## src/rtl/uart16550_nasti_master.sv

```systemverilog
// NASTI-lite master acting as a 16550 driver: programs divisor and LCR
// after reset, then writes each streamed byte to THR once LSR.THRE is set.
module uart16550_nasti_master #(
   parameter logic [15:0] DIVISOR   = 16'hadde,
   parameter logic [7:0]  LCR_VALUE = 8'h03,
   parameter int unsigned POLL_MAX  = 0
) (
   input  logic       clk,
   input  logic       rst,
   input  logic [7:0] in_data,
   input  logic       in_valid,
   output logic       in_ready,
   output logic       init_done,
   output logic       busy,
   output logic       err,
   output logic [2:0] aw_addr,
   output logic       aw_valid,
   input  logic       aw_ready,
   output logic [7:0] w_data,
   output logic       w_valid,
   input  logic       w_ready,
   input  logic [1:0] b_resp,
   input  logic       b_valid,
   output logic       b_ready,
   output logic [2:0] ar_addr,
   output logic       ar_valid,
   input  logic       ar_ready,
   input  logic [1:0] r_resp,
   input  logic [7:0] r_data,
   input  logic       r_valid,
   output logic       r_ready
);
   localparam logic [15:0] PMAX = 16'(POLL_MAX);
   localparam bit UNLIMITED = (POLL_MAX == 0);

   typedef enum logic [3:0] {
      INIT0, INIT1, INIT2, INIT3, IDLE,
      POLL_AR, POLL_R, WR_REQ, WR_RESP
   } state_t;

   state_t      state, state_n, ret, ret_n;
   logic        run, aw_done, w_done, req, err_set;
   logic [2:0]  req_addr;
   logic [7:0]  req_data, tx_byte;
   logic [15:0] poll_cnt, poll_inc;
   logic        unused;

   assign unused   = ^{r_data[7:6], r_data[4:0]};
   assign ar_addr  = 3'd5;
   assign aw_addr  = req_addr;
   assign w_data   = req_data;
   assign aw_valid = req & ~aw_done;
   assign w_valid  = req & ~w_done;
   assign busy     = run & (state != IDLE);
   assign poll_inc = (poll_cnt == 16'hffff) ? poll_cnt
                                            : poll_cnt + 16'd1;

   // Next state, handshake outputs and the active write's addr/data
   always_comb begin
      state_n  = state;
      ret_n    = ret;
      req      = 1'b0;
      req_addr = 3'd0;
      req_data = 8'h00;
      in_ready = 1'b0;
      ar_valid = 1'b0;
      r_ready  = 1'b0;
      b_ready  = 1'b0;
      err_set  = 1'b0;
      if (run) begin
         unique case (state)
            INIT0: begin
               req      = 1'b1;
               req_addr = 3'd3;
               req_data = 8'h80;
               ret_n    = INIT1;
            end
            INIT1: begin
               req      = 1'b1;
               req_addr = 3'd0;
               req_data = DIVISOR[7:0];
               ret_n    = INIT2;
            end
            INIT2: begin
               req      = 1'b1;
               req_addr = 3'd1;
               req_data = DIVISOR[15:8];
               ret_n    = INIT3;
            end
            INIT3: begin
               req      = 1'b1;
               req_addr = 3'd3;
               req_data = LCR_VALUE;
               ret_n    = IDLE;
            end
            WR_REQ: begin
               req      = 1'b1;
               req_addr = 3'd0;
               req_data = tx_byte;
               ret_n    = IDLE;
            end
            WR_RESP: begin
               b_ready = 1'b1;
               if (b_valid) begin
                  state_n = ret;
                  err_set = (b_resp != 2'b00);
               end
            end
            IDLE: begin
               in_ready = 1'b1;
               if (in_valid) state_n = POLL_AR;
            end
            POLL_AR: begin
               ar_valid = 1'b1;
               if (ar_ready) state_n = POLL_R;
            end
            POLL_R: begin
               r_ready = 1'b1;
               if (r_valid) begin
                  err_set = (r_resp != 2'b00);
                  if (r_data[5]) begin
                     state_n = WR_REQ;
                  end else if (UNLIMITED || poll_inc < PMAX) begin
                     state_n = POLL_AR;
                  end else begin
                     err_set = 1'b1;
                     state_n = IDLE;
                  end
               end
            end
            default: state_n = INIT0;
         endcase
         if (req && (aw_done || aw_ready) && (w_done || w_ready))
            state_n = WR_RESP;
      end
   end

   // State register; run keeps every output quiet while rst is held
   always_ff @(posedge clk) begin
      if (rst) begin
         state <= INIT0;
         ret   <= INIT0;
         run   <= 1'b0;
      end else begin
         state <= state_n;
         ret   <= ret_n;
         run   <= 1'b1;
      end
   end

   // Write completion flags, latched byte, poll counter, sticky flags
   always_ff @(posedge clk) begin
      if (rst) begin
         aw_done   <= 1'b0;
         w_done    <= 1'b0;
         tx_byte   <= 8'h00;
         poll_cnt  <= 16'd0;
         err       <= 1'b0;
         init_done <= 1'b0;
      end else begin
         if (state_n != state) begin
            aw_done <= 1'b0;
            w_done  <= 1'b0;
         end else begin
            if (aw_valid && aw_ready) aw_done <= 1'b1;
            if (w_valid && w_ready) w_done <= 1'b1;
         end
         if (in_valid && in_ready) begin
            tx_byte  <= in_data;
            poll_cnt <= 16'd0;
         end else if (r_valid && r_ready) begin
            poll_cnt <= poll_inc;
         end
         if (err_set) err <= 1'b1;
         if (state_n == IDLE) init_done <= 1'b1;
      end
   end
endmodule

```

## config.mk

```make
export PLATFORM = sky130hd
export DESIGN_NAME = uart16550_nasti_master
export DESIGN_NICKNAME = d
export VERILOG_FILES = /design/src/rtl/uart16550_nasti_master.sv
export SDC_FILE = /design/constraint.sdc
export NUM_CORES = 1
export LEC_CHECK = 0
export CAP_MARGIN = 20
export CORE_MARGIN = 1.5
export CORE_UTILIZATION = 48
export CTS_BUF_LIST = sky130_fd_sc_hd__clkbuf_2
export CTS_CLUSTER_SIZE = 24
export DETAILED_ROUTE_END_ITERATION = 16
export PLACE_DENSITY = 0.92
export SYNTH_ARGS = -nofsm -noshare
export SYNTH_HDL_FRONTEND = slang
export SYNTH_SLANG_ARGS = --single-unit
export TNS_END_PERCENT = 30
```

## constraint.sdc

```tcl
create_clock -name clk -period 4.56 [get_ports clk]
set_input_delay 1.368 -clock clk [delete_from_list [all_inputs] [get_ports clk]]
set_output_delay 1.368 -clock clk [all_outputs]
set_load 0.02 [all_outputs]
```

==> metrics.md <==
| Metric | Value |
|---|---|
| Nets | 222 |
| Synth Flop Type | dfxtp_1 |
| Worst Path Required | 3190 ps |
| Mux contribution to synthesized area | 7.11% |
| Min-Delay Path Class | reg -> reg |
| Syn_area_per_cell | 7.77 µm² |
| Clock-pin slew on the worst setup and hold paths | 160 ps |
| H-tree Lvls | 1 |
| GRT overflow | 0 |
| CTS buffer count | 3 |
| Largest family of logic cells by synthesized area | simple AND/OR/NAND/NOR gates |
| Final setup vio count | 0 |
| Largest area contributor in the netlist | dfxtp_1 |
| CTS tree | done |
| Largest net degree at the start of global routing | 27 |
| Max Cap Viol | 0 |
| First-pass GRT wire length | 4.91 mm |
| Inserted Diodes | 0 |
| Fin util | 65.7% |
| Flop pwr share | 55.5% |
| Post-synth EDFFs | 0 |
| Clock latency on the worst-skew pair | 320 ps |
| Fraction of the mapped netlist area in adder cells | 0% |
| Dpl hpwl | 2.29 mm |
| Power density over the cells | 211 nW/µm² |
| Total track usage | 22.8% |
| DIE AREA | 2960 µm² |
| Status | finished, final reports clean |
| CTS Hold Bufs | 0 |
| Mapped Area | 1270 µm² |
| Clock sink count | 20 |
| CTS Buffer Depth | 2 |
| Maximum vdd ir drop | 0.157 mV |
| # rows | 18 |
| Mapped Cells | 163 |
| Critical path class | reg -> out |
| Max Freq | 262 MHz |
| Max Slew Vio Count | 0 |
| TNS Setup | 0 ps |
| CTS resizes | 0 |
| Type of origin of the critical path | flop |
| Antenna violations before repair | 0 |
| Most common cell after layout, fill and taps aside | clkdlybuf4s50_1 |
| Yosys warns | 0 |
| Seq/Total Area, Yosys | 31.6% |
| Starting Density | 51.1% |
| Core Box Area | 2480 µm² |
| Switching power | 0.103 mW |
| Vias per cell | 5.68 |
| Top fanout value on the critical path | 23 |
| Compound-cell area share of the yosys netlist | 22.5% |
| Share of cells above drive strength 1 | 6.25% |
| P_int | 0.240 mW |
| Die Y-Extent | 54.4 µm |
| Ys async rst share | 0% |
| Worst rel slew slack | 44.5% |
| Routed wire length | 3.12 mm |
| Slew @ Worst Pin | 831 ps |
| First-pass DRT Iterations | 4 |
| Synth Area in XOR/XNOR | 0% |
| Iteration-0 DRC Markers | 72 |
| I/O Buffers | 39 |
| Clk root buf | clkbuf_2 |
| Clock Power Share | 20.5% |
| Setup repair bufs after CTS | 0 |
| Fin crit period | 3810 ps |
| Commonest cells after routing, fill and taps aside | clkdlybuf4s50_1, nor2_1, dfxtp_1 |
| Vias in the first global route | 1169 |
| Pre-CTS setup slack | 1130 ps |
| Final hold vios | 0 |
| Final setup margin | 748 ps |
| Switching Fraction | 30.0% |
| Tot Pwr | 0.343 mW |
| RSZ-0062 raised after global routing | false |
| GPL Wtd Cong | 0.844 |
| Die X | 54.4 µm |
| Synthesized flop and latch total | 20 |
| Worst Clk Skew | 16.7 ps |
| # IOs | 51 |
| Drt drc | 0 |
| Leakage | 0.666 nW |
| Synth-to-Final Area Change | 28.5% |
| Vias post-DR | 1260 |
| Synth area leaders | dfxtp_1, nor2_1, mux2i_1 |
| Crit end category | output pin |
| Final Cycle Share | 83.6% |
| Top-area cell type share of the netlist area | 31.6% |
| Distinct cell type count after synthesis | 44 |
| Avg WL per Cell | 14.1 µm |
| Synth Area in Simple Gates | 30.1% |
| WP data arrival | 2440 ps |
| Detail Route Antenna Nets | 0 |
| Comb pwr share | 24.0% |
flip-flops by register name (all words and copies together) (netlist names):
name,count
tx_byte,8
init_done,1
w_done,1
aw_done,1
state,4
run,1
err,1
ret,3
power by group through the flow:
| stage | Clock [mW] | Sequential, mW | Combinational, mW |
|---|---|---|---|
| after floorplan | 0 | 0.189 | 0.0520 |
| after global placement | 0 | 0.193 | 0.0796 |
| after detailed placement | 0 | 0.194 | 0.0816 |
| after CTS | 0.0705 | 0.190 | 0.0822 |
| after global routing | 0.0780 | 0.192 | 0.0890 |
| final | 0.0701 | 0.190 | 0.0822 |
worst max-delay path, cell delays in order, from the launching register on:
cell	delay, ps
dfxtp_1	900
a21boi_2	190
or2_2	330
nor2_1	100
clkdlybuf4s50_1	610
stage by stage:
stage          cell area, µm²  hold slack, ps  instances
3_3_place_gp             1610             450        219
3_5_place_dp             1610             485        219
6_report                 1630             507        222
2_1_floorplan            1270             455        165
5_1_grt                  1630             541        222
4_1_cts                  1630             514        222
path summary, 6_finish.rpt:
kind / startpoint / to / slack, ps / cells past startpoint
hold reg to reg: err / err / 510 / 2
hold / removal: err / err / 510 / 2
setup / recovery: state[1] / aw_valid / 750 / 4
setup reg to reg: state[1] / init_done / 2410 / 5
area by class of cell:
class | count | area, µm²
sequential | 20 | 400
tap | 30 | 37.5
inverter | 3 | 11.3
fill | 214 | 851
timing repair buffer | 39 | 390
clock buffer | 3 | 15.0
multi-input combinational | 127 | 772
synth_stat cells (2+ instances only):
master	instances
nand2_1	7
conb_1	2
clkbuf_1	5
nand3_1	3
nor2b_1	3
dfxtp_1	20
o21ai_0	8
nor3_1	4
mux2i_1	9
buf_2	3
a21oi_1	17
o2111ai_1	2
nand2b_1	4
and3_1	5
nor2_1	35
nand3b_1	2
buf_4	6
inv_1	2
layer usage:
| metal | up-vias | part of all wire, % | GRT usage, % |
|---|---|---|---|
| met1 | 578 | 41 | 27.1 |
| met2 | 52 | 50 | 40.0 |
| met5 | - | 0 | 0 |
| li1 | 623 | - | - |
| met4 | 0 | 1.8 | 11.3 |
| met3 | 7 | 7.2 | 3.01 |
cells by family (layout without fill, tap and decap cells):
logic type / count (synthesis) / in the layout
buf+inv: 18 / 45
compound gates: 40 / 40
flops: 20 / 20
other cells: 2 / 4
simple gates: 74 / 74
mux: 9 / 9
(Power assumes the default switching activity.)
